**config.mk**
```make
export PLATFORM = sky130hd
export DESIGN_NAME = pattern_detector_param
export DESIGN_NICKNAME = d
export VERILOG_FILES = /design/src/rtl/pattern_det_pkg.sv /design/src/rtl/pattern_shift_cmp.sv /design/src/rtl/pattern_detector_param.sv
export SDC_FILE = /design/constraint.sdc
export NUM_CORES = 1
export LEC_CHECK = 0
export CORE_MARGIN = 5
export CORE_UTILIZATION = 35
export DETAILED_ROUTE_END_ITERATION = 7
export GPL_ROUTABILITY_DRIVEN = 0
export SLEW_MARGIN = 20
export SYNTH_ARGS = -nofsm -noshare
export SYNTH_HDL_FRONTEND = slang
export SYNTH_SLANG_ARGS = --single-unit
```
**constraint.sdc**
```tcl
create_clock -name clk -period 3.54 [get_ports clk]
set_clock_uncertainty 0.05 [all_clocks]
set_input_delay 1.062 -clock clk [delete_from_list [all_inputs] [get_ports clk]]
set_output_delay 1.062 -clock clk [all_outputs]
set_load 0.02 [all_outputs]
```
**src/rtl/pattern_det_pkg.sv**
```systemverilog
// pattern_det_pkg
//   Shared definitions for the parametrised serial pattern detector:
//   - state_t       : controller states (UNCFG = no legal configuration held,
//                     RUN = detecting)
//   - OVERLAP / NON_OVERLAP : encodings of the cfg_overlap mode bit
//   - len_mask()    : LSB-aligned mask with the low 'len' bits set
package pattern_det_pkg;

    typedef enum logic {
        UNCFG = 1'b0,
        RUN   = 1'b1
    } state_t;

    localparam logic OVERLAP     = 1'b1;
    localparam logic NON_OVERLAP = 1'b0;

    // Widest mask len_mask() can produce; detectors compare inside this width.
    localparam int MASK_MAX_W = 32;

    // Mask with bits [len-1:0] set. Lengths at or beyond the mask width
    // saturate to all ones so the shift never overflows.
    function automatic logic [MASK_MAX_W-1:0] len_mask(input int unsigned len);
        logic [MASK_MAX_W-1:0] mask;
        if (len >= MASK_MAX_W) begin
            mask = '1;
        end else begin
            mask = (MASK_MAX_W'(1) << len) - MASK_MAX_W'(1);
        end
        return mask;
    endfunction

endpackage

```
**src/rtl/pattern_shift_cmp.sv**
```systemverilog
// pattern_shift_cmp
//   History shift register plus masked comparator.
//   Ports:
//     clk, rst_n : clock, synchronous active-low reset
//     shift_en   : shift 'in' into the history on this edge
//     clear      : zero the history on this edge (wins over shift_en)
//     in         : serial data bit
//     pattern    : reference pattern, bit 0 = most recent bit
//     len        : number of low bits taking part in the compare
//     hit        : combinational; the history *after* shifting in 'in'
//                  matches pattern over the low 'len' bits
//   PAT_W must satisfy 2 <= PAT_W < MASK_MAX_W.
module pattern_shift_cmp
    import pattern_det_pkg::*;
#(
    parameter int PAT_W = 8,
    parameter int LEN_W = $clog2(PAT_W + 1)
) (
    input  logic             clk,
    input  logic             rst_n,
    input  logic             shift_en,
    input  logic             clear,
    input  logic             in,
    input  logic [PAT_W-1:0] pattern,
    input  logic [LEN_W-1:0] len,
    output logic             hit
);

    logic [PAT_W-1:0]      history_reg;
    // History extended with the incoming bit: its low PAT_W bits are the
    // next history value, so the compare sees the beat being accepted now.
    logic [PAT_W:0]        history_ext;
    logic [MASK_MAX_W-1:0] mask_full;

    assign history_ext = {history_reg, in};
    assign mask_full   = len_mask(32'(len));

    // len never exceeds PAT_W, so the extra top bit of history_ext is
    // always masked off; it is carried only to keep the compare full-width.
    assign hit = (((MASK_MAX_W'(history_ext) ^ MASK_MAX_W'(pattern)) & mask_full)
                  == '0);

    always_ff @(posedge clk) begin
        if (!rst_n) begin
            history_reg <= '0;
        end else if (clear) begin
            history_reg <= '0;
        end else if (shift_en) begin
            history_reg <= history_ext[PAT_W-1:0];
        end
    end

endmodule

```
**src/rtl/pattern_detector_param.sv**
```systemverilog
// pattern_detector_param
//   Serial bit-pattern detector with runtime-loadable pattern/length,
//   overlapping or non-overlapping detection and a saturating match counter.
//   Ports:
//     clk, rst_n   : clock, synchronous active-low reset
//     in, valid    : serial bit and its qualifier (one beat per valid cycle)
//     load         : configuration strobe for cfg_pattern/cfg_len/cfg_overlap
//     cfg_pattern  : pattern, bit [cfg_len-1] received first, bit 0 last
//     cfg_len      : active length, legal 1..PAT_W
//     cfg_overlap  : 1 = overlapping, 0 = non-overlapping
//     out          : registered one-cycle pulse per match
//     match_count  : saturating match count since reset / accepted load
//     cfg_err      : registered one-cycle pulse for a rejected load
//     armed        : a legal configuration is held (state RUN)
module pattern_detector_param
    import pattern_det_pkg::*;
#(
    parameter int PAT_W = 8,
    parameter int LEN_W = $clog2(PAT_W + 1),
    parameter int CNT_W = 8
) (
    input  logic             clk,
    input  logic             rst_n,
    input  logic             in,
    input  logic             valid,
    input  logic             load,
    input  logic [PAT_W-1:0] cfg_pattern,
    input  logic [LEN_W-1:0] cfg_len,
    input  logic             cfg_overlap,
    output logic             out,
    output logic [CNT_W-1:0] match_count,
    output logic             cfg_err,
    output logic             armed
);

    localparam logic [LEN_W-1:0] LEN_MAX = LEN_W'(PAT_W);
    localparam logic [CNT_W-1:0] CNT_MAX = '1;

    state_t           state_reg;
    logic [PAT_W-1:0] pattern_reg;
    logic [LEN_W-1:0] len_reg;
    logic             overlap_reg;
    logic [LEN_W-1:0] fill_reg;
    logic [LEN_W-1:0] fill_next;
    logic [CNT_W-1:0] count_reg;
    logic             out_reg;
    logic             cfg_err_reg;

    logic load_legal;
    logic beat;
    logic hit;
    logic match;

    assign load_legal = (cfg_len != '0) && (cfg_len <= LEN_MAX);
    // A load in the same cycle swallows the beat, whether or not it is legal.
    assign beat       = valid && !load && (state_reg == RUN);
    assign fill_next  = (fill_reg == LEN_MAX) ? fill_reg : fill_reg + LEN_W'(1);
    assign match      = beat && hit && (fill_next >= len_reg);

    pattern_shift_cmp #(
        .PAT_W (PAT_W),
        .LEN_W (LEN_W)
    ) u_shift_cmp (
        .clk      (clk),
        .rst_n    (rst_n),
        .shift_en (beat),
        .clear    (load && load_legal),
        .in       (in),
        .pattern  (pattern_reg),
        .len      (len_reg),
        .hit      (hit)
    );

    always_ff @(posedge clk) begin
        if (!rst_n) begin
            state_reg   <= UNCFG;
            pattern_reg <= '0;
            len_reg     <= '0;
            overlap_reg <= NON_OVERLAP;
            fill_reg    <= '0;
            count_reg   <= '0;
            out_reg     <= 1'b0;
            cfg_err_reg <= 1'b0;
        end else begin
            out_reg     <= 1'b0;
            cfg_err_reg <= 1'b0;
            if (load) begin
                if (load_legal) begin
                    state_reg   <= RUN;
                    pattern_reg <= cfg_pattern;
                    len_reg     <= cfg_len;
                    overlap_reg <= cfg_overlap;
                    fill_reg    <= '0;
                    count_reg   <= '0;
                end else begin
                    cfg_err_reg <= 1'b1;
                end
            end else if (beat) begin
                out_reg <= match;
                // Non-overlapping: forget the bits of the occurrence just
                // reported so the next one must be built from fresh beats.
                if (match && (overlap_reg == NON_OVERLAP)) begin
                    fill_reg <= '0;
                end else begin
                    fill_reg <= fill_next;
                end
                if (match && (count_reg != CNT_MAX)) begin
                    count_reg <= count_reg + CNT_W'(1);
                end
            end
        end
    end

    assign out         = out_reg;
    assign match_count = count_reg;
    assign cfg_err     = cfg_err_reg;
    assign armed       = (state_reg == RUN);

endmodule

```
Word-level counts from Yosys, hierarchy flattened:

Cells that the tools add are included.

* bits in registers: 36
* output and inout port bits: 11
* word-level logic and storage cells: 52

* add/subtract/negate cells: 3
* magnitude comparators: 2
* equal/unequal tests: 3
* shift operators: 1
* muxes and demuxes: 10
* bitwise gates (word level): 5
* reduce and logical (&&, ||, !) cells: 19

Operators by type and width (count)
* AND 32 bit: 1
* logical NOT 32 bit: 1
* two-way mux 8 bit: 4
* left shift 1 x 4 -> 32 bit, first input constant: 1
* subtractor 32 x 2 -> 32 bit, second input constant: 1
* two-way mux 4 bit: 5
* XOR 9 x 8 -> 9 bit: 1
* adder 8 x 1 -> 8 bit, second input constant: 1
* logical AND 1 bit: 8
* inequality test 8 bit, second input constant: 1
* AND reduction 2 bit: 3
* adder 4 x 1 -> 4 bit, second input constant: 1
* equality test 4 bit, second input constant: 1
* greater-or-equal comparator 4 bit: 1
* <= comparator 4 bit, second input constant: 1
* nonzero test 2 bit: 2
* nonzero test 4 bit: 1
* inverter 1 bit: 3
* AND reduction 3 bit: 1
* OR reduction 3 bit: 1
* inequality test 2 x 1 -> 1 bit, second input constant: 1
* OR reduction 2 bit: 1
* logical NOT 1 bit: 1
* two-way mux 1 bit: 1

Depth between registers and ports, before layout:

* depth after elaboration: 10
* mapped depth: 12

Modules after synthesis:

A second synthesis with hierarchy kept.

* cells, all modules: 237
* area total of the unflattened synthesis: 1950.6 um^2

Modules (own cells, without submodules)
* pattern_detector_param: instances 1, cells an instance 172, area an instance 1368.8 um^2, sequential area each 560.5 um^2
* pattern_shift_cmp: instances 1, cells an instance 65, area an instance 581.8 um^2, sequential area each 160.2 um^2

Least setup slack after synthesis:

OpenSTA, ideal clock, no wires.

* path kind: in2reg
* from: in load
* to: reg count_reg[6], in the netlist match_count[6]
* setup time: 0.132 ns
* data arrival time: 2.394 ns
* setup slack: 0.964 ns
* stages on the path: 8
* path through: and3b_1 buf_4 o21ai_1 a211oi_2 nand4_2 buf_2 o41ai_1 a21oi_1

* word-level cells in the longest chain between the ends: 8

RTL lines
* start, declared: RTL line pattern_detector_param.sv:26 `input logic load,`
* logical NOT 1 bit: RTL line pattern_detector_param.sv:56 `assign beat = valid && !load && (state_reg == RUN);`
* logical AND 1 bit (2 in series): RTL line pattern_detector_param.sv:56
* logical AND 1 bit (2 in series): RTL line pattern_detector_param.sv:58 `assign match = beat && hit && (fill_next >= len_reg);`
* logical AND 1 bit: RTL line pattern_detector_param.sv:107 `if (match && (count_reg != CNT_MAX)) begin`
* nonzero test 2 bit (no source line)
* AND reduction 3 bit (no source line)
* end signal, assigned: RTL line pattern_detector_param.sv:108 `count_reg <= count_reg + CNT_W'(1);`
* end, declared: RTL line pattern_detector_param.sv:45 `logic [CNT_W-1:0] count_reg;`

Parallel ways exist; a longest one is shown, timed or not.
A chain may end at the register's enable or synchronous reset.

Worst setup path in the final report:

* from: reg len_reg[2]
* to: reg fill_reg[1]

* word-level cells in the longest chain between the ends: 10

RTL lines
* start, declared: RTL line pattern_detector_param.sv:41 `logic [LEN_W-1:0] len_reg;`
* start signal, assigned: RTL line pattern_detector_param.sv:91 `len_reg <= cfg_len;`
* left shift 1 x 4 -> 32 bit: RTL line pattern_det_pkg.sv:27 `mask = (MASK_MAX_W'(1) << len) - MASK_MAX_W'(1);`
* subtractor 32 x 2 -> 32 bit: RTL line pattern_det_pkg.sv:27
* AND 32 bit: RTL line pattern_shift_cmp.sv:40 `assign hit = (((MASK_MAX_W'(history_ext) ^ MASK_MAX_W'(pattern)) & mask_full)`
* logical NOT 32 bit: RTL line pattern_shift_cmp.sv:40
* logical AND 1 bit: RTL line pattern_detector_param.sv:58
* logical AND 1 bit *: RTL line pattern_detector_param.sv:58
* logical AND 1 bit *: RTL line pattern_detector_param.sv:102 `if (match && (overlap_reg == NON_OVERLAP)) begin`
* two-way mux 4 bit *: RTL line pattern_detector_param.sv:102
* two-way mux 4 bit *: RTL line pattern_detector_param.sv:98 `end else if (beat) begin`
* two-way mux 4 bit *: RTL line pattern_detector_param.sv:87 `if (load) begin`
* end signal, assigned: RTL line pattern_detector_param.sv:105 `fill_reg <= fill_next;`
* end, declared: RTL line pattern_detector_param.sv:43 `logic [LEN_W-1:0] fill_reg;`

Every way passes the cells marked *; elsewhere a longest branch is shown, timed or not. The select of a mux whose other input is x is not followed.

==> insert_results.sql <==
INSERT INTO impl_metrics (metric_group, metric, value, unit) VALUES
('status', 'outcome', 'completed', ''),
('route', 'wire_per_inst', '13.1', 'um'),
('power_and_ir_drop', 'power_switching', '0.000214', 'W'),
('timing', 'setup_tns', '0', 'ns'),
('route', 'drt_iter0_markers', '98', ''),
('die', 'design.die.area', '7080', 'um^2'),
('synthesis', 'dominantRegCellSynth', 'sky130_fd_sc_hd__dfxtp_1', ''),
('die', 'core', '5440', 'um^2'),
('die', 'io-pin-count', '29', ''),
('timing', 'hold_violations', '0', ''),
('clocking', 'cts_made_buffers', '5', ''),
('synthesis', 'yosys.cell_types.count', '47', ''),
('place', 'portBuffers', '28', ''),
('power_and_ir_drop', 'portion_of_total_power_attributed_to_the_clock_network', '0.351', ''),
('power_and_ir_drop', 'finalPower', '0.000846', 'W'),
('power_and_ir_drop', 'intPower', '0.000632', 'W'),
('power_and_ir_drop', 'swShare', '0.253', ''),
('critical_path', 'timing.setup.critical_path_class', 'flop to flop', ''),
('synthesis', 'number_of_instances_in_the_synthesized_netlist', '228', ''),
('grt', 'pin_count_of_the_biggest_net_entering_global_routing', '18', ''),
('route', 'post-route-drc-count', '0', ''),
('clocking', 'cts.sink_count', '36', ''),
('synthesis', 'synth_nets', '254', ''),
('die', 'rows', '27', ''),
('route', 'drt.antenna.violating_nets', '0', ''),
('clocking', 'cts-root-to-sink-buffers', '2', ''),
('power_and_ir_drop', 'leakage', '0.875', 'nW'),
('timing', 'final_min_period_over_clock_period', '0.843', ''),
('cells_and_area', 'nets', '283', ''),
('critical_path', 'cp.required', '3.63', 'ns'),
('grt', 'wire_length_of_the_first_global_routing_pass', '7510', 'um'),
('critical_path', 'arrival', '3.08', 'ns'),
('run', 'cap_viol_max_count', '0', ''),
('power_and_ir_drop', 'share_seq_of_total_power', '0.506', ''),
('power_and_ir_drop', 'power_frac_comb', '0.143', ''),
('synthesis', 'synth.avg_cell_area', '8.44', 'um^2'),
('synthesis', 'yosys.area.top_type_share', '0.375', ''),
('synthesis', 'synth_top_area_cell', 'sky130_fd_sc_hd__dfxtp_1', ''),
('place', 'dp_worst_setup_slack', '0.287', 'ns'),
('clocking', 'worst_setup_hold_path_clk_slew', '0.07', 'ns'),
('die', 'effective_utilization_at_floorplan', '0.354', ''),
('power_and_ir_drop', 'power_per_cell_area', '361', 'nW/um^2'),
('timing', 'maxSlewHeadroom', '0.611', ''),
('cells_and_area', 'area_delta_synth_final', '21.8', '%'),
('synthesis', 'number_of_enable_flip_flop_cells_after_synthesis', '0', ''),
('timing', 'setup_viol', '0', ''),
('timing', 'layout_min_cycle_time', '2.98', 'ns'),
('timing', 'timing.final.ws_setup', '0.555', 'ns'),
('die', 'die_height', '84.2', 'um'),
('worst_hold_path', 'hold_path_class', 'flop to flop', ''),
('place', 'dp.final_hpwl', '3150', 'um'),
('synthesis', 'synth.yosys.warnings', '0', ''),
('place', 'placedInstanceArea', '2250', 'um^2'),
('synthesis', 'async_flop_share', '0', ''),
('grt', 'first_global_vias', '1552', ''),
('synthesis', 'synth_top_cells_by_area', 'sky130_fd_sc_hd__dfxtp_1 37%, sky130_fd_sc_hd__nand2_1 6.8%, sky130_fd_sc_hd__mux2i_1 6.8%, sky130_fd_sc_hd__a21oi_1 5.5%, sky130_fd_sc_hd__ha_1 5.2%', ''),
('route', 'num_vias', '1645', ''),
('clocking', 'cts-resized-gates', '0', ''),
('route', 'finalWirelength', '4330', 'um'),
('clocking', 'h_tree_lvls', '2', ''),
('clocking', 'clkLatencyLatePin', '0.28', 'ns'),
('synthesis', 'mappedNetlistArea', '1920', 'um^2'),
('timing', 'worst_margin_slew', '0.582', 'ns'),
('clocking', 'holdBufCountCts', '0', ''),
('clocking', 'clock_tree_from_tritoncts', 'built', ''),
('grt', 'grt_usage', '0.129', ''),
('grt', 'number_of_antenna_violations_at_the_first_check_in_global_routing', '0', ''),
('power_and_ir_drop', 'max-vdd-ir-drop', '0.229', 'mV'),
('cells_and_area', 'share_of_post_route_cells_with_drive_strength_above_1', '0.0620', ''),
('cells_and_area', 'final_util', '0.431', ''),
('clocking', 'post_cts_buffers', '0', '');
Yosys cell counts (2+ instances only):
master / n
sky130_fd_sc_hd__or4_1: 3
sky130_fd_sc_hd__inv_1: 7
sky130_fd_sc_hd__nand2b_1: 6
sky130_fd_sc_hd__nor2_1: 20
sky130_fd_sc_hd__dfxtp_1: 36
sky130_fd_sc_hd__buf_2: 3
sky130_fd_sc_hd__nand3_1: 8
sky130_fd_sc_hd__o31ai_1: 3
sky130_fd_sc_hd__nand4_1: 2
sky130_fd_sc_hd__o211ai_1: 3
sky130_fd_sc_hd__a21oi_1: 21
sky130_fd_sc_hd__o41ai_1: 2
sky130_fd_sc_hd__a211oi_2: 2
sky130_fd_sc_hd__buf_6: 4
sky130_fd_sc_hd__nor3_1: 2
sky130_fd_sc_hd__nand2_1: 35
sky130_fd_sc_hd__o21ai_0: 8
sky130_fd_sc_hd__clkbuf_1: 3
sky130_fd_sc_hd__mux2i_1: 13
sky130_fd_sc_hd__or3_1: 3
sky130_fd_sc_hd__xor2_1: 6
sky130_fd_sc_hd__ha_1: 8
sky130_fd_sc_hd__xnor2_1: 6
path summary, 6_finish.rpt:
check | cells past startpoint | end | slack [ns] | from
max | 9 | fill_reg[1] | 0.56 | len_reg[2]
min | 2 | u_shift_cmp.history_reg[6] | 0.43 | u_shift_cmp.history_reg[5]
max reg2reg | 9 | fill_reg[1] | 0.56 | len_reg[2]
min reg2reg | 2 | u_shift_cmp.history_reg[6] | 0.43 | u_shift_cmp.history_reg[5]
cells by family after synthesis:
logic type,count (synthesis),share of synthesized area
flops,36,0.375
compound gates,49,0.162
buf+inv,19,0.0566
mux,13,0.0676
xor+xnor,12,0.0546
fa+ha+maj,8,0.0520
simple gates,91,0.233
stage by stage:
step / hold slack (ns) / instances
detailed placement: 0.420 / 322
global placement: 0.411 / 322
finish: 0.428 / 330
CTS: 0.431 / 330
global route: 0.462 / 330
floorplan: 0.396 / 228
layout make-up:
type,count,area [um^2]
clock buffer,8,90.1
fill,528,3100
sequential,36,721
tap,72,90.1
timing repair buffer,33,318
multi-input combinational,173,1090
inverter,8,30.0
power by group through the flow:
stage | sequential [W] | combinational, W | clock [W]
3_5_place_dp | 0.000437 | 0.000121 | 0
6_report | 0.000428 | 0.000121 | 0.000297
5_1_grt | 0.000430 | 0.000136 | 0.000325
2_1_floorplan | 0.000433 | 0.0000839 | 0
4_1_cts | 0.000428 | 0.000122 | 0.000306
3_3_place_gp | 0.000438 | 0.000121 | 0
critical path, cell delays in order (launching register included):
cell and delay, ns:
sky130_fd_sc_hd__dfxtp_1 0.43, sky130_fd_sc_hd__nor3_2 0.23, sky130_fd_sc_hd__nand2b_1 0.11, sky130_fd_sc_hd__ha_1 0.32, sky130_fd_sc_hd__and2_0 0.20, sky130_fd_sc_hd__a32o_1 0.25
sky130_fd_sc_hd__a211oi_2 0.19, sky130_fd_sc_hd__nand4_2 0.35, sky130_fd_sc_hd__nor3b_1 0.55, sky130_fd_sc_hd__o32ai_1 0.16
per-layer routing:
layer / global-route usage / part of all wire
met1: 0.177 / 0.49
met2: 0.202 / 0.45
met3: 0.0245 / 0.039
met4: 0.0439 / 0.016
met5: 0 / 0
Note: power is estimated with default switching activity, not from simulation.
